==> src/rtl/mmu_pkg.sv <==
// Shared types and constants for the MMU data-memory arbiter.
// Holds the arbiter state enum, the MMU region bases and the legal byte-enable codes.
package mmu_pkg;

  typedef enum logic [1:0] {
    StIdle,
    StLock0,
    StLock1
  } arb_state_t;

  // MMU region base addresses
  localparam logic [31:0] ImBase = 32'h0000_0000;
  localparam logic [31:0] DmBase = 32'h1000_0000;
  localparam logic [31:0] IoBase = 32'h8000_0000;

  // Legal byte-enable codes
  localparam logic [3:0] BeWord   = 4'b1111;
  localparam logic [3:0] BeHalfHi = 4'b1100;
  localparam logic [3:0] BeHalfLo = 4'b0011;
  localparam logic [3:0] BeByte0  = 4'b0001;
  localparam logic [3:0] BeByte1  = 4'b0010;
  localparam logic [3:0] BeByte2  = 4'b0100;
  localparam logic [3:0] BeByte3  = 4'b1000;

  function automatic logic be_legal(input logic [3:0] be);
    return (be == BeWord) || (be == BeHalfHi) || (be == BeHalfLo) || (be == BeByte0) ||
           (be == BeByte1) || (be == BeByte2) || (be == BeByte3);
  endfunction

endpackage

==> src/rtl/mmu_dm_arbiter_if.sv <==
// Bundle of both requester ports and the MMU data-memory port.
// slave is the arbiter's view; master is the requesters' and MMU's view.
interface mmu_dm_arbiter_if;
  logic        req0, req1;
  logic        lock0, lock1;
  logic [31:0] addr0, addr1;
  logic [31:0] wdata0, wdata1;
  logic        we0, we1;
  logic [3:0]  be0, be1;
  logic        sgn0, sgn1;
  logic        gnt0, gnt1;
  logic        rvalid0, rvalid1;
  logic [31:0] rdata0, rdata1;
  logic [31:0] dm_addr;
  logic [31:0] dm_di;
  logic        dm_we;
  logic [3:0]  dm_be;
  logic        is_signed;
  logic [31:0] dm_do;

  modport slave (
    input  req0, req1, lock0, lock1, addr0, addr1, wdata0, wdata1,
    input  we0, we1, be0, be1, sgn0, sgn1, dm_do,
    output gnt0, gnt1, rvalid0, rvalid1, rdata0, rdata1,
    output dm_addr, dm_di, dm_we, dm_be, is_signed
  );

  modport master (
    output req0, req1, lock0, lock1, addr0, addr1, wdata0, wdata1,
    output we0, we1, be0, be1, sgn0, sgn1, dm_do,
    input  gnt0, gnt1, rvalid0, rvalid1, rdata0, rdata1,
    input  dm_addr, dm_di, dm_we, dm_be, is_signed
  );
endinterface

==> src/rtl/mmu_arb_starve_cnt.sv <==
// Saturating count of consecutive cycles requester 1 was denied.
// hit flags that the count has reached MAX_WAIT.
module mmu_arb_starve_cnt #(
  parameter int unsigned MAX_WAIT = 8,
  parameter int unsigned WAIT_W   = 4
) (
  input  logic clk,
  input  logic resetb,
  input  logic req,
  input  logic gnt,
  output logic hit
);

  localparam logic [WAIT_W-1:0] MaxCnt = WAIT_W'(MAX_WAIT);

  logic [WAIT_W-1:0] cnt_q, cnt_d;

  // Clear on idle or grant, otherwise count up and hold at MAX_WAIT
  always_comb begin
    cnt_d = cnt_q;
    if (!req || gnt) begin
      cnt_d = '0;
    end else if (cnt_q != MaxCnt) begin
      cnt_d = cnt_q + 1'b1;
    end
  end

  // Counter register
  always_ff @(posedge clk or negedge resetb) begin
    if (!resetb) begin
      cnt_q <= '0;
    end else begin
      cnt_q <= cnt_d;
    end
  end

  assign hit = (cnt_q == MaxCnt);

endmodule

==> src/rtl/mmu_dm_arbiter.sv <==
// Arbitrates the MMU data-memory port between the load/store unit (0) and the
// debug/loader port (1). Fixed priority with a starvation guard for requester 1,
// optional lock to keep ownership across accesses, one-cycle read-data return.
// Define MMU_DM_ARBITER_RR_EN to make idle arbitration round-robin.
module mmu_dm_arbiter #(
  parameter int unsigned MAX_WAIT = 8,
  parameter int unsigned WAIT_W   = 4
) (
  input logic            clk,
  input logic            resetb,
  mmu_dm_arbiter_if.slave bus
);
  import mmu_pkg::*;

  arb_state_t state_q, state_d;
  logic       gnt0, gnt1;
  logic       pick1;
  logic       hit;
  logic       v_p, own_p;

  mmu_arb_starve_cnt #(
    .MAX_WAIT(MAX_WAIT),
    .WAIT_W  (WAIT_W)
  ) u_starve_cnt (
    .clk   (clk),
    .resetb(resetb),
    .req   (bus.req1),
    .gnt   (gnt1),
    .hit   (hit)
  );

`ifdef MMU_DM_ARBITER_RR_EN
  logic last_q;

  // Remember who owned the most recent access
  always_ff @(posedge clk or negedge resetb) begin
    if (!resetb) begin
      last_q <= 1'b0;
    end else if (gnt0 || gnt1) begin
      last_q <= gnt1;
    end
  end

  assign pick1 = bus.req1 && (hit || !bus.req0 || !last_q);
`else
  assign pick1 = bus.req1 && (hit || !bus.req0);
`endif

  // Grant decode and lock state transitions
  always_comb begin
    gnt0    = 1'b0;
    gnt1    = 1'b0;
    state_d = state_q;
    unique case (state_q)
      StIdle: begin
        if (pick1) begin
          gnt1 = 1'b1;
        end else begin
          gnt0 = bus.req0;
        end
        if (gnt1 && bus.lock1) begin
          state_d = StLock1;
        end else if (gnt0 && bus.lock0) begin
          state_d = StLock0;
        end
      end
      StLock0: begin
        gnt0 = bus.req0;
        // Release on the final unlocked access or when the owner walks away
        if (!bus.req0 || !bus.lock0) state_d = StIdle;
      end
      StLock1: begin
        gnt1 = bus.req1;
        if (!bus.req1 || !bus.lock1) state_d = StIdle;
      end
      default: state_d = StIdle;
    endcase
    // No grants may leak out while reset is held
    if (!resetb) begin
      gnt0 = 1'b0;
      gnt1 = 1'b0;
    end
  end

  // MMU drive mux; idle value is a side-effect-free word read of the IM region
  always_comb begin
    bus.dm_addr   = ImBase;
    bus.dm_di     = '0;
    bus.dm_we     = 1'b0;
    bus.dm_be     = BeWord;
    bus.is_signed = 1'b0;
    if (gnt1) begin
      bus.dm_addr   = bus.addr1;
      bus.dm_di     = bus.wdata1;
      bus.dm_we     = bus.we1;
      bus.dm_be     = bus.be1;
      bus.is_signed = bus.sgn1;
    end else if (gnt0) begin
      bus.dm_addr   = bus.addr0;
      bus.dm_di     = bus.wdata0;
      bus.dm_we     = bus.we0;
      bus.dm_be     = bus.be0;
      bus.is_signed = bus.sgn0;
    end
  end

  // State and response-tracking registers
  always_ff @(posedge clk or negedge resetb) begin
    if (!resetb) begin
      state_q <= StIdle;
      v_p     <= 1'b0;
      own_p   <= 1'b0;
    end else begin
      state_q <= state_d;
      v_p     <= gnt0 | gnt1;
      own_p   <= gnt1;
    end
  end

  assign bus.gnt0    = gnt0;
  assign bus.gnt1    = gnt1;
  assign bus.rvalid0 = v_p && !own_p;
  assign bus.rvalid1 = v_p && own_p;
  assign bus.rdata0  = bus.rvalid0 ? bus.dm_do : '0;
  assign bus.rdata1  = bus.rvalid1 ? bus.dm_do : '0;

endmodule

==> src/flat_wrapper.sv <==
// flat-port wrapper written by rule: the top's interface ports become plain ports
module mmu_dm_arbiter_flat import mmu_pkg::*;
#(
  parameter int unsigned MAX_WAIT = 8,
  parameter int unsigned WAIT_W   = 4
)
  (clk, resetb, bus_req0, bus_req1, bus_lock0, bus_lock1, bus_addr0, bus_addr1, bus_wdata0, bus_wdata1, bus_we0, bus_we1, bus_be0, bus_be1, bus_sgn0, bus_sgn1, bus_dm_do, bus_gnt0, bus_gnt1, bus_rvalid0, bus_rvalid1, bus_rdata0, bus_rdata1, bus_dm_addr, bus_dm_di, bus_dm_we, bus_dm_be, bus_is_signed);
  mmu_dm_arbiter_if bus_i ();
  input logic clk;
  input logic resetb;
  input wire logic [$bits(bus_i.req0)-1:0] bus_req0;
  input wire logic [$bits(bus_i.req1)-1:0] bus_req1;
  input wire logic [$bits(bus_i.lock0)-1:0] bus_lock0;
  input wire logic [$bits(bus_i.lock1)-1:0] bus_lock1;
  input wire logic [$bits(bus_i.addr0)-1:0] bus_addr0;
  input wire logic [$bits(bus_i.addr1)-1:0] bus_addr1;
  input wire logic [$bits(bus_i.wdata0)-1:0] bus_wdata0;
  input wire logic [$bits(bus_i.wdata1)-1:0] bus_wdata1;
  input wire logic [$bits(bus_i.we0)-1:0] bus_we0;
  input wire logic [$bits(bus_i.we1)-1:0] bus_we1;
  input wire logic [$bits(bus_i.be0)-1:0] bus_be0;
  input wire logic [$bits(bus_i.be1)-1:0] bus_be1;
  input wire logic [$bits(bus_i.sgn0)-1:0] bus_sgn0;
  input wire logic [$bits(bus_i.sgn1)-1:0] bus_sgn1;
  input wire logic [$bits(bus_i.dm_do)-1:0] bus_dm_do;
  output wire logic [$bits(bus_i.gnt0)-1:0] bus_gnt0;
  output wire logic [$bits(bus_i.gnt1)-1:0] bus_gnt1;
  output wire logic [$bits(bus_i.rvalid0)-1:0] bus_rvalid0;
  output wire logic [$bits(bus_i.rvalid1)-1:0] bus_rvalid1;
  output wire logic [$bits(bus_i.rdata0)-1:0] bus_rdata0;
  output wire logic [$bits(bus_i.rdata1)-1:0] bus_rdata1;
  output wire logic [$bits(bus_i.dm_addr)-1:0] bus_dm_addr;
  output wire logic [$bits(bus_i.dm_di)-1:0] bus_dm_di;
  output wire logic [$bits(bus_i.dm_we)-1:0] bus_dm_we;
  output wire logic [$bits(bus_i.dm_be)-1:0] bus_dm_be;
  output wire logic [$bits(bus_i.is_signed)-1:0] bus_is_signed;
  assign bus_i.req0 = bus_req0;
  assign bus_i.req1 = bus_req1;
  assign bus_i.lock0 = bus_lock0;
  assign bus_i.lock1 = bus_lock1;
  assign bus_i.addr0 = bus_addr0;
  assign bus_i.addr1 = bus_addr1;
  assign bus_i.wdata0 = bus_wdata0;
  assign bus_i.wdata1 = bus_wdata1;
  assign bus_i.we0 = bus_we0;
  assign bus_i.we1 = bus_we1;
  assign bus_i.be0 = bus_be0;
  assign bus_i.be1 = bus_be1;
  assign bus_i.sgn0 = bus_sgn0;
  assign bus_i.sgn1 = bus_sgn1;
  assign bus_i.dm_do = bus_dm_do;
  assign bus_gnt0 = bus_i.gnt0;
  assign bus_gnt1 = bus_i.gnt1;
  assign bus_rvalid0 = bus_i.rvalid0;
  assign bus_rvalid1 = bus_i.rvalid1;
  assign bus_rdata0 = bus_i.rdata0;
  assign bus_rdata1 = bus_i.rdata1;
  assign bus_dm_addr = bus_i.dm_addr;
  assign bus_dm_di = bus_i.dm_di;
  assign bus_dm_we = bus_i.dm_we;
  assign bus_dm_be = bus_i.dm_be;
  assign bus_is_signed = bus_i.is_signed;
  mmu_dm_arbiter #(.MAX_WAIT(MAX_WAIT), .WAIT_W(WAIT_W)) u_core (.clk(clk), .resetb(resetb), .bus(bus_i));
endmodule
==> config.mk <==
export PLATFORM = sky130hd
export DESIGN_NAME = mmu_dm_arbiter_flat
export DESIGN_NICKNAME = d
export VERILOG_FILES = /design/src/rtl/mmu_pkg.sv /design/src/rtl/mmu_dm_arbiter_if.sv /design/src/rtl/mmu_arb_starve_cnt.sv /design/src/rtl/mmu_dm_arbiter.sv /design/src/flat_wrapper.sv
export SDC_FILE = /design/constraint.sdc
export NUM_CORES = 1
export LEC_CHECK = 0
export ABC_AREA = 1
export CORE_AREA = 2 2 121 123
export CTS_CLUSTER_DIAMETER = 100
export CTS_CLUSTER_SIZE = 14
export DETAILED_ROUTE_END_ITERATION = 10
export DIE_AREA = 0 0 123 125
export DONT_BUFFER_PORTS = 1
export PLACE_DENSITY_LB_ADDON = 0.08
export SYNTH_ARGS = -nofsm -noshare
export SYNTH_HDL_FRONTEND = slang
export SYNTH_SLANG_ARGS = --single-unit
==> constraint.sdc <==
create_clock -name clk -period 2.7 [get_ports clk]
set_input_delay 0.135 -clock clk [delete_from_list [all_inputs] [get_ports clk]]
set_output_delay 0.135 -clock clk [all_outputs]
set_load 0.005 [all_outputs]
# After elaboration in Yosys (flattened, before gate mapping)
# Cells that the tools add are included.
dict set report totals {
  ff_bits 8
  inputBits 178
  output_inout_bits 138
  elab_cells 57
}
dict set report classes {
  addsub 1
  n_eq_ne 7
  mux 27
  bitwise 1
  reduce_logical 17
}
# op n
set ops {}
lappend ops {{32-bit two-way mux} 6}
lappend ops {{4-bit two-way mux} 4}
lappend ops {{1-bit two-way mux} 10}
lappend ops {{2-bit two-way mux} 4}
lappend ops {{2-bit one-hot mux with 3 select lines} 1}
lappend ops {{1-bit logical AND} 5}
lappend ops {{1-bit logical NOT} 5}
lappend ops {{4-bit by 1-bit adder with 4-bit output, second input constant} 1}
lappend ops {{4-bit equality test, second input constant} 1}
lappend ops {{1-bit logical OR} 4}
lappend ops {{2-bit by 1-bit != test with 1-bit output, second input constant} 2}
lappend ops {{4-bit != test, second input constant} 1}
lappend ops {{1-bit one-hot mux with 2 select lines} 2}
lappend ops {{3-bit by 1-bit != test with 1-bit output, second input constant} 1}
lappend ops {{3-bit AND reduction} 1}
lappend ops {{2-bit by 1-bit equality test with 1-bit output, second input constant} 1}
lappend ops {{2-bit equality test, second input constant} 1}
lappend ops {{2-bit logical NOT} 1}
lappend ops {{2-bit nonzero test} 1}
lappend ops {{1-bit OR} 1}

# Depth between registers and ports, before layout
# Gate-level depths: netlist of run 1.
dict set report depth {
  word_depth 9
  mapped_depth 11
  depth_no_buf 9
}

# Hierarchy
# A second synthesis of run 1 with hierarchy kept.
dict set report unflattened {
  cells_unflattened 400
  hier_area_um2 1831.8
}
# module n_inst cells_each area_each_um2 seq_area_each_um2
set modules_own_cells {}
lappend modules_own_cells {mmu_dm_arbiter 1 371 1597.8 100.1}
lappend modules_own_cells {mmu_arb_starve_cnt 1 29 234.0 100.1}

# Least setup slack after synthesis of run 1
# No wires, ideal clock.
dict set report synth_timing {
  path_type {register -> output}
  from {register u_core.u_starve_cnt.cnt_q[0]}
  to {output bus_dm_di[10]}
  arrival_time_ps 1373
  t_required_ps 2565
  path_slack_ps 1192
  stages_incl_launch_ff 12
  path_buffers 2
  path_cell_list {dfrtp_1 -> inv_1 -> ha_1 -> nand3_4 -> nand2_2 -> nand2_2 -> nand2_4 -> inv_2 -> buf_6 -> buf_6 -> nand2_1 -> nand2_1}
}
dict set report synth_between {
  elab_chain_len 9
  word_cells_on_any_way 13
  classes_between {eq/ne (1); mux (10); reduce/logical (2)}
}
# element line
set synth_lines {}
lappend synth_lines {{start: declaration} mmu_arb_starve_cnt.sv:16} ;# logic [WAIT_W-1:0] cnt_q, cnt_d;
lappend synth_lines {{start signal: assignment} mmu_arb_starve_cnt.sv:33} ;# cnt_q <= cnt_d;
lappend synth_lines {{4-bit equality test (*)} mmu_arb_starve_cnt.sv:37} ;# assign hit = (cnt_q == MaxCnt);
lappend synth_lines {{1-bit logical OR (*)} mmu_dm_arbiter.sv:46} ;# assign pick1 = bus.req1 && (hit || !bus.req0);
lappend synth_lines {{1-bit logical AND (*)} mmu_dm_arbiter.sv:46}
lappend synth_lines {{1-bit two-way mux} mmu_dm_arbiter.sv:56} ;# if (pick1) begin
lappend synth_lines {{1-bit two-way mux} mmu_dm_arbiter.sv:54} ;# unique case (state_q)
lappend synth_lines {{1-bit one-hot mux with 2 select lines} mmu_dm_arbiter.sv:54}
lappend synth_lines {{1-bit two-way mux} mmu_dm_arbiter.sv:79} ;# if (!resetb) begin
lappend synth_lines {{32-bit two-way mux} mmu_dm_arbiter.sv:98} ;# end else if (gnt0) begin
lappend synth_lines {{32-bit two-way mux (*)} mmu_dm_arbiter.sv:92} ;# if (gnt1) begin
lappend synth_lines {{end: declaration} flat_wrapper.sv:33} ;# output wire logic [$bits(bus_i.dm_di)-1:0] bus_dm_di;
# Every way passes the cells marked *; elsewhere a longest branch is shown, timed or not. The select of a mux whose other input is x is not followed.

# Worst setup path after layout of run 1
dict set report layout_timing {
  from {register u_core.u_starve_cnt.cnt_q[0]}
  to {output bus_dm_di[22]}
}
dict set report layout_between {
  word_cells_on_any_way 13
  classes_between {eq/ne (1); mux (10); reduce/logical (2)}
}
# element line
set layout_rtl {}
lappend layout_rtl {{4-bit equality test} mmu_arb_starve_cnt.sv:37}
lappend layout_rtl {{1-bit logical OR} mmu_dm_arbiter.sv:46}
lappend layout_rtl {{1-bit logical AND} mmu_dm_arbiter.sv:46}
lappend layout_rtl {{1-bit two-way mux} mmu_dm_arbiter.sv:56}
lappend layout_rtl {{1-bit two-way mux} mmu_dm_arbiter.sv:54}
lappend layout_rtl {{1-bit one-hot mux with 2 select lines} mmu_dm_arbiter.sv:54}
lappend layout_rtl {{1-bit two-way mux} mmu_dm_arbiter.sv:79}
lappend layout_rtl {{via bus_gnt1} flat_wrapper.sv:27} ;# output wire logic [$bits(bus_i.gnt1)-1:0] bus_gnt1;
lappend layout_rtl {{32-bit two-way mux} mmu_dm_arbiter.sv:92}
# The timed path passes the listed nets, and every way through them passes these cells. The select of a mux whose other input is x is not followed.

==> impl_metrics.toml, run 1 <==
[run_status]
status = "completed"

[pwr]
power.density_mw_per_mm2 = 411.1
finalPower_uw = 831.3
leakage_uw = 0.001249
vdd_drop_max_v = 0.0001688

[timing]
slew-limit-headroom = 0.2950
fmax_mhz = 470.3
drv_slew = 0
tns_ns = 0
skew_ns = 0.002955
worst_pin_slew_ns = 1.055
fin_crit_sh = 0.7875
finalSetupViolCount = 0
min_period_ns = 2.126
rsz0062_at_grt = "false"
hold_viol_final = 0

[clock_network]
htreeDepth = 1
cts_hold_buffers = 1
cts-buffers-inserted = 3
clock-sinks = 8
cts_root_buffer = "clkbuf_16"
ctsResizeCount = 0
clkTransAtPathRegs_ns = 0.04
clockBufferDepth = 2
post_cts_buffers = 0
clk_latency_ns = 0.23
cts_tree = "done"

[final_layout]
final_nets = 562
drive_gt1_frac = 0.04474
area_delta_synth_final_pct = 12.22
nFillCells = 1704
antenna_cells = 0

[critical_path]
path_common_cell = "nand2_1"
crit_path_max_fanout = 63
crit_type = "reg2out"
path_cells = "inv_1 -> ha_1 -> nand3_4 -> nand2_1 -> nand2_2 -> inv_2 -> buf_12 -> nand2_1 -> nand2_1"
cp_num_buf_inv = 3
rr_worst_depth = 7
worstReg2RegStart = "u_core.u_starve_cnt.cnt_q[0]"
crit_path_start_kind = "flip-flop"
cp-end-kind = "primary output"
cp_slowest_stage_delay_ns = 0.39
crit_family = "simple AND/OR/NAND/NOR gates"
ff2ff_setup_slack_ns = 1.27
crit_path_top_delay_cell = "dfrtp_1"
arrival_ns = 1.99
required_ns = 2.57
rr_endpoint = "u_core.u_starve_cnt.cnt_q[2]"

[floorplan]
die_h_um = 125
std_cell_rows = 44
fp.coreArea_sq_mm = 0.01420
dieWidth_um = 123
ios = 316
die_area_sq_mm = 0.01538
start_util = 0.1268

[global_routing]
grt_max_degree = 65
grt_antenna_before_repair = 0
grt_pass1_wl_um = 9646
grt_pass1_vias = 1787
grtUsageTotal = 0.08236
grt_overflow = 0

[worst_hold_path]
whs_endpoint = "u_core.state_q[1]"
hold_path_startpoint = "bus_lock1"
hold_depth = 2
hp-class = "in2reg"

[synth]
yosysTopAreaCell = "nand2_1"
synth_nets = 574
syn_inst = 394
synth_top_area_frac = 0.4479
synthTopCellsByArea = "nand2_1 45%, nor2_1 15%, dfrtp_1 11%"
netlist-cell-type-count = 23
ys_seq_area_frac = 0.1111
syn-cell-area_sq_mm = 0.001802
ys.warnings.count = 0
synth_area_per_cell_sq_um = 4.573
ys_ff_latch = 8

[drt]
drt_iter0_markers = 95
viasPerCell = 3.961
first_pass_iters = 4
wirelength_um = 7733
ant_nets = 0
route.detailed.drc = 0
wl_per_cell_um = 13.71
num_vias = 2234

[placed_design]
io_buffers = 0
gp_congestion = 0.7082
dpl.hpwl_um = 6559

[flow_run]
drv_cap = 0
## how the worst max path moves through the flow
stage | start | endpoint | slack (ns) | cells past startpoint
final | u_core.u_starve_cnt.cnt_q[0] | bus_dm_di[22] | 0.57 | 9
after detailed placement | u_core.u_starve_cnt.cnt_q[0] | bus_dm_di[22] | 0.79 | 9
after global routing | u_core.u_starve_cnt.cnt_q[0] | bus_dm_di[22] | 0.39 | 9
after floorplan | u_core.u_starve_cnt.cnt_q[0] | bus_dm_di[10] | 1.19 | 11
after global placement | u_core.u_starve_cnt.cnt_q[0] | bus_dm_di[28] | 0.84 | 9
after CTS | u_core.u_starve_cnt.cnt_q[0] | bus_dm_di[22] | 0.55 | 9
## routing by layer
layer,share of wire,GRT usage
met5,0,0
met4,0.0066,0.01805
met3,0.078,0.004562
met2,0.55,0.1703
met1,0.36,0.08822
## state kept, by name, summed over array words and instances, names as in the netlist
register                   count
u_core.own_p                   1
u_core.state_q                 2
u_core.u_starve_cnt.cnt_q      4
u_core.v_p                     1
## cells by family (layout without fill, tap and decap cells)
kind of cell,count (synthesis),count (layout),share of synthesized area
simple gates,300,300,0.6521
buf+inv,74,60,0.1875
flops,8,8,0.1111
compound gates,7,7,0.02083
xor+xnor,3,3,0.01459
fa+ha+maj,2,2,0.01389
## worst reg2reg max path: cells and delay by family (launching register included)
| kind | cells | cell delay, ns |
|---|---|---|
| fa+ha+maj | 1 | 0.24 |
| buf+inv | 1 | 0.08 |
| flops | 1 | 0.36 |
| simple gates | 5 | 0.66 |
## power breakdown
group	internal [uW]	switching [uW]
clock network	191	61.5
logic	115	305
registers	140	18.3
## final cells by class
cell class	instances	area, sq um	share of cell area
multi-input combinational	312	1264	0.6250
inverter	54	202.7	0.1002
clock buffer	3	75.07	0.03713
sequential	8	200.2	0.09901
tap	184	230.2	0.1139
timing repair buffer	3	50.05	0.02475
## cells in the final DEF (no fill, tap or decap), types with 2 or more instances in the layout
cell       Yosys  routed
ha_1           2       2
nand2_2        3       3
clkbuf_16      0       3
dfrtp_1        8       8
nand3_1        3       3
nand2_1      215     215
buf_12         0       2
inv_1         51      51
inv_2          3       3
xor2_1         2       2
nor2_1        71      71
o21ai_0        5       5
or2_2          4       4
## Yosys cell counts (all sizes together)
library cell  count
clkbuf            6
o21ai             5
xnor2             1
nand3             4
dfrtp             8
nor2             71
a21oi             1
nand4             1
inv              54
buf              14
nand2           219
xor2              2
o21a              1
nor3b             1
ha                2
or2               4
## stage by stage
| stage | instance area, sq um | std cells | worst slack [ns] | hold WS, ns | util |
|---|---|---|---|---|---|
| final | 2022 | 564 | 0.5737 | 0.1071 | 0.1424 |
| after detailed placement | 1937 | 560 | 0.7911 | -0.1603 | 0.1364 |
| after global placement | 1937 | 560 | 0.8384 | -0.1603 | 0.1364 |
| after floorplan | 1802 | 394 | 1.192 | -0.1606 | - |
| after global routing | 2022 | 564 | 0.3939 | 0.1221 | 0.1424 |
| after CTS | 2022 | 564 | 0.5454 | 0.1055 | 0.1424 |
No activity file was read; power rests on OpenSTA's default activity.
==> run 2, diff against run 1 <==
Clock period 2.7 ns to 1.8 ns, I/O delays scaled along.
==> impl_metrics.toml, run 2 (same netlist as run 1, synthesis figures left out) <==
[timing]
drv_slew = 0
slew-limit-headroom = 0.7050
min_period_ns = 1.731
rsz0062_at_grt = "false"
skew_ns = 0.001961
tns_ns = 0
finalSetupViolCount = 0
worst_pin_slew_ns = 0.4411
hold_viol_final = 0
fmax_mhz = 577.7
fin_crit_sh = 0.9617

[placed_design]
io_buffers = 0
gp_congestion = 0.6863
dpl.hpwl_um = 6629

[drt]
highest_layer = "met4"
num_vias = 2378
wl_met3_um = 704
viasPerCell = 4.121
route.met2.wl_um = 4908
wl_per_cell_um = 15.21
drt_iter0_markers = 127
wl_met1_um = 3094
wirelength_um = 8774
ant_nets = 0
first_pass_iters = 4
route.detailed.drc = 0

[final_layout]
area_delta_synth_final_pct = 25.69
layout_common_cells = "213 x nand2_1, 71 x nor2_1, 49 x inv_1"
seqCellArea_sq_um = 200.2
nFillCells = 1654
drive_gt1_frac = 0.08906
reg.largest.list = "u_core.u_starve_cnt.cnt_q (4), u_core.state_q (2)"
antenna_cells = 0
multi_input_comb_area_sq_mm = 0.001291
mostFrequentLayoutCell = "nand2_1"
largest_register = "u_core.u_starve_cnt.cnt_q"
largest_reg_flops = 4
final_nets = 575

[clock_network]
clockBufferDepth = 2
clkTransAtPathRegs_ns = 0.04
cts-buffers-inserted = 3
cts_tree = "done"
cts_root_buffer = "clkbuf_16"
clk_latency_ns = 0.23
clock-sinks = 8
htreeDepth = 1

[critical_path]
arrival_ns = 1.64
cp_num_buf_inv = 3
cp-end-kind = "primary output"
worstSetupStartpoint = "u_core.u_starve_cnt.cnt_q[0]"
cp_slowest_stage_delay_ns = 0.39
path_cells = "inv_2 -> ha_4 -> nand3_4 -> nand2_4 -> nand2_2 -> nand2_4 -> inv_8 -> bufbuf_16 -> nand2_1 -> nand2_1"
crit_path_top_delay_cell = "dfrtp_1"
crit_type = "reg2out"
crit_path_max_fanout = 15
crit_family = "simple AND/OR/NAND/NOR gates"
worstReg2RegStart = "u_core.u_starve_cnt.cnt_q[0]"
required_ns = 1.71
crit_path_start_kind = "flip-flop"

[global_routing]
grt_pass1_vias = 1902
grt_overflow = 0
grtUsageTotal = 0.09518
grt_antenna_before_repair = 0
grt_pass1_wl_um = 10980
grt_max_degree = 34

[pwr]
leakage_uw = 0.001357
finalPower_uw = 1401
vdd_drop_max_v = 0.0002526
power.density_mw_per_mm2 = 618.7

[floorplan]
fp.coreArea_sq_mm = 0.01420
std_cell_rows = 44
dieWidth_um = 123
die_area_sq_mm = 0.01538
start_util = 0.1268
die_h_um = 125
ios = 316

[flow_run]
drv_cap = 0

[worst_hold_path]
hp-class = "in2reg"
hold_path_startpoint = "bus_lock1"

[run_status]
status = "completed"
-- run 2: cell types whose count changed in the layout (fill, tap and decap cells not counted), moves of 2 or more --
cell     previous run  this run
buf_16              0         3
nand2_1           215       213
nand2_4             1         3
inv_1              51        49
buf_4               0         8
-- run 2: power breakdown --
group | switching (uW) | internal [uW]
clock network | 90.9 | 287
logic | 516 | 274
registers | 23.9 | 210
-- run 2: metrics by stage --
step / hold slack, ns / utilization / std cells / cell area (sq um) / setup slack, ns
2_1_floorplan: -0.2056 / - / 394 / 1802 / 0.3371
3_3_place_gp: -0.2053 / 0.1394 / 564 / 1979 / 0.06294
6_report: 0.05452 / 0.1594 / 577 / 2265 / 0.06897
5_1_grt: 0.08059 / 0.1594 / 577 / 2265 / 0.00001765
3_5_place_dp: -0.2053 / 0.1394 / 564 / 1979 / 0.05433
4_1_cts: 0.05531 / 0.1564 / 573 / 2222 / 0.007229
-- run 2: worst paths after layout --
check	end	slack, ns	depth (start not counted)
setup / recovery	bus_dm_addr[2]	0.07	10
hold / removal	u_core.state_q[1]	0.05	2
setup reg to reg	u_core.u_starve_cnt.cnt_q[2]	0.49	7
hold reg to reg	u_core.state_q[1]	0.60	3
max in group asynchronous	u_core.own_p	1.25	1
min in group asynchronous	u_core.u_starve_cnt.cnt_q[3]	0.24	1
-- run 2: layout make-up --
cell class                 instances  share of cell area
clock buffer                       3             0.03315
inverter                          54             0.09834
multi-input combinational        312              0.5702
sequential                         8             0.08840
tap                              184              0.1017
timing repair buffer              16              0.1083
-- run 2: repair_timing --
| item | in CTS | in global routing |
|---|---|---|
| buffers inserted | 1 | 4 |
| endpoints found under the setup margin | 64 | 30 |
| pin swaps | 1 | 1 |
| hold endpoints to repair | 8 | 0 |
| hold buffers | 1 | 0 |
| gates resized for setup | 14 | 4 |
| cloned | 4 | 0 |
-- run 2: metal layers --
layer  GRT usage  vias up
met2      0.1953      193
met1      0.1043     1052
met5           0        -
li1            -     1127
met3    0.008212        6
met4     0.01404        0
==> run 3, diff against run 2 <==
Settings changed: ABC_AREA 1 to default, CORE_AREA 2 2 121 123 to 2 2 122 124, DIE_AREA 0 0 123 125 to 0 0 124 126.
==> impl_metrics.toml, run 3 <==
[placed_design]
place_inst = 516
dpl.hpwl_um = 9120
io_buffers = 0
placed_area_sq_mm = 0.003212
gp_congestion = 0.6962

[synth]
ys.warnings.count = 0
netlist-cell-type-count = 28
synth_edf_count = 0
ys.flop_type = "dfrtp_1"
synthTopCellsByArea = "o211a_1 43%, o21a_1 16%, and2_1 7.1%"
post-synth-top-count-cell = "o211a_1"
yosys-top-cells-count = "132 x o211a_1, 66 x o21a_1, 35 x and2_1, 34 x and3_1, 26 x clkbuf_1"
synth_nets = 561
synth_area_per_cell_sq_um = 8.131
yosysTopAreaCell = "o211a_1"
ys_seq_area_frac = 0.06462
synth_top_area_frac = 0.4265
synth_async_sr_flop_share = 1.000
syn-cell-area_sq_mm = 0.003098
syn_inst = 381
ys_ff_latch = 8

[drt]
ant_nets = 0
route.detailed.drc = 0
wl_per_cell_um = 24.10
wirelength_um = 12630
viasPerCell = 5.956
first_pass_iters = 4
num_vias = 3121
drt_iter0_markers = 229

[critical_path]
required_ns = 1.71
cp_slowest_stage_delay_ns = 0.36
rr_worst_depth = 6
worstReg2RegStart = "u_core.u_starve_cnt.cnt_q[1]"
cp-end-kind = "primary output"
crit_type = "reg2out"
ff2ff_setup_slack_ns = 0.34
arrival_ns = 1.69
worstSetupStartpoint = "u_core.u_starve_cnt.cnt_q[1]"
crit_path_start_kind = "flip-flop"
crit_family = "compound AO/OA/AOI/OAI gates"
crit_path_max_fanout = 23
path_cells = "inv_2 -> ha_4 -> and3b_2 -> buf_12 -> o211a_1 -> o21a_1"
crit_path_top_delay_cell = "dfrtp_1"
rr_endpoint = "u_core.state_q[0]"
cp_num_buf_inv = 2

[final_layout]
largest_reg_flops = 4
layout_common_cells = "132 x o211a_1, 66 x o21a_1, 35 x and2_1"
stdcell_area_sq_mm = 0.003344
drive_gt1_frac = 0.09118
reg.largest.list = "u_core.u_starve_cnt.cnt_q (4), u_core.state_q (2)"
nFillCells = 1570
area_delta_synth_final_pct = 7.956
layoutNonFillerInstCount = 524
final_util = 0.2337
mostFrequentLayoutCell = "o211a_1"
largest_register = "u_core.u_starve_cnt.cnt_q"
final_nets = 522
antenna_cells = 0

[floorplan]
die_area_sq_mm = 0.01562
fp.coreArea_sq_mm = 0.01431
ios = 316
dieWidth_um = 124
start_util = 0.2164
die_h_um = 126
std_cell_rows = 44

[pwr]
power.density_mw_per_mm2 = 353.9
pwr-share-comb = 0.515
switching_share = 0.3629
internal_power_uw = 754.1
leakage_uw = 0.002275
power_frac_clock = 0.315
power_switching_uw = 429.6
p_seq_frac = 0.170
vdd_drop_max_v = 0.0003528

[worst_hold_path]
hold_depth = 2
hp-class = "in2reg"
whs_endpoint = "u_core.u_starve_cnt.cnt_q[0]"
hold_path_startpoint = "bus_req1"

[timing]
hold_viol_final = 0
tns_ns = 0
fin_crit_sh = 0.9887
drv_slew = 0
whs_ns = 0.01779
skew_ns = 0.001101
min_period_ns = 1.780
rsz0062_at_grt = "true"
worst_pin_slew_ns = 0.5343
slew-limit-headroom = 0.6438
fmax_mhz = 561.9
finalSetupViolCount = 0

[global_routing]
grt_antenna_before_repair = 0
grt_pass1_vias = 3048
grt_overflow = 0
grt_pass1_wl_um = 17830
grt_max_degree = 76
grtUsageTotal = 0.1450

[clock_network]
clkTransAtPathRegs_ns = 0.04
cts-buffers-inserted = 3
htreeDepth = 1
cts_root_buffer = "clkbuf_16"
clk_latency_ns = 0.23
clock-sinks = 8
clockBufferDepth = 2
cts_tree = "done"

[run_status]
status = "completed"

[flow_run]
drv_cap = 0
run 3: cell count changes in the layout (fill, tap and decap cells not counted), sizes merged, moves of 4 or more:
cell / previous run / this run
o21a: 1 / 66
and2: 0 / 35
nor2: 71 / 0
or2: 4 / 0
buf: 14 / 19
a211oi: 0 / 8
inv: 53 / 2
o211a: 0 / 132
nand2: 219 / 3
and3: 0 / 34
run 3: kinds of logic (layout without fill, tap and decap cells):
group | Yosys count | count (layout) | synth area share
adders and majority gates | 2 | 2 | 0.008076
AOI/OAI and AO/OA | 216 | 216 | 0.6272
buffers and inverters | 68 | 27 | 0.1204
xor gates and xnor gates | 2 | 2 | 0.005655
DFF | 8 | 8 | 0.06462
and+or+nand+nor | 85 | 85 | 0.1741
run 3: what timing repair did:
action / 4_1_cts / 5_1_grt
pin swaps: 1 / 2
hold buffers: 3 / 0
resized for setup: 5 / 1
endpoints found under the hold margin: 10 / 0
setup endpoints to repair: 71 / 47
setup buffers: 2 / 0
run 3: worst max path at each step:
stage	endpoint	slack (ns)	cells after the start
final	bus_dm_di[29]	0.02	6
after floorplan	bus_dm_di[27]	0.24	7
after detailed placement	bus_dm_be[1]	0.11	6
after CTS	bus_dm_di[29]	0.005	6
after global placement	bus_dm_be[3]	0.12	6
after global routing	bus_dm_di[29]	-0.03	6
run 3: through the flow:
step / setup WS (ns) / power [uW]
final: 0.02042 / 1184
after CTS: 0.004721 / 1198
after global routing: -0.03104 / 1272
after detailed placement: 0.1089 / 789.3
after global placement: 0.1245 / 791.9
after floorplan: 0.2404 / 699.1
run 3: metal layers:
metal | vias up | GRT usage | share of wire
met5 | - | 0 | 0
met4 | 0 | 0.01586 | 0.0076
met3 | 8 | 0.02310 | 0.084
met2 | 218 | 0.2893 | 0.56
met1 | 1488 | 0.1621 | 0.35
li1 | 1407 | - | -
run 3: worst reg2reg max path, delay by kind of cell (launching register included):
| kind | cells | cell delay (ns) |
|---|---|---|
| buffers and inverters | 2 | 0.26 |
| AND/OR/NAND/NOR | 2 | 0.46 |
| AO/OA/AOI/OAI | 1 | 0.10 |
| adder cells (fa/ha/maj) | 1 | 0.14 |
| flip-flops | 1 | 0.39 |
run 3: layout make-up:
class                           instances  area [sq um]  area share
Multi-Input combinational cell        305          2559      0.7651
Timing Repair Buffer                   22         272.8     0.08156
Tap cell                              184         230.2     0.06884
Sequential cell                         8         200.2     0.05986
Clock buffer                            3         75.07     0.02245
Inverter                                2         7.507    0.002245
run 3: power groups by stage:
stage | Clock, uW | Sequential [uW] | Combinational, uW
6_report | 373 | 201 | 609
5_1_grt | 392 | 203 | 677
4_1_cts | 382 | 201 | 616
3_5_place_dp | 0 | 206 | 583
3_3_place_gp | 0 | 206 | 586
2_1_floorplan | 0 | 204 | 495
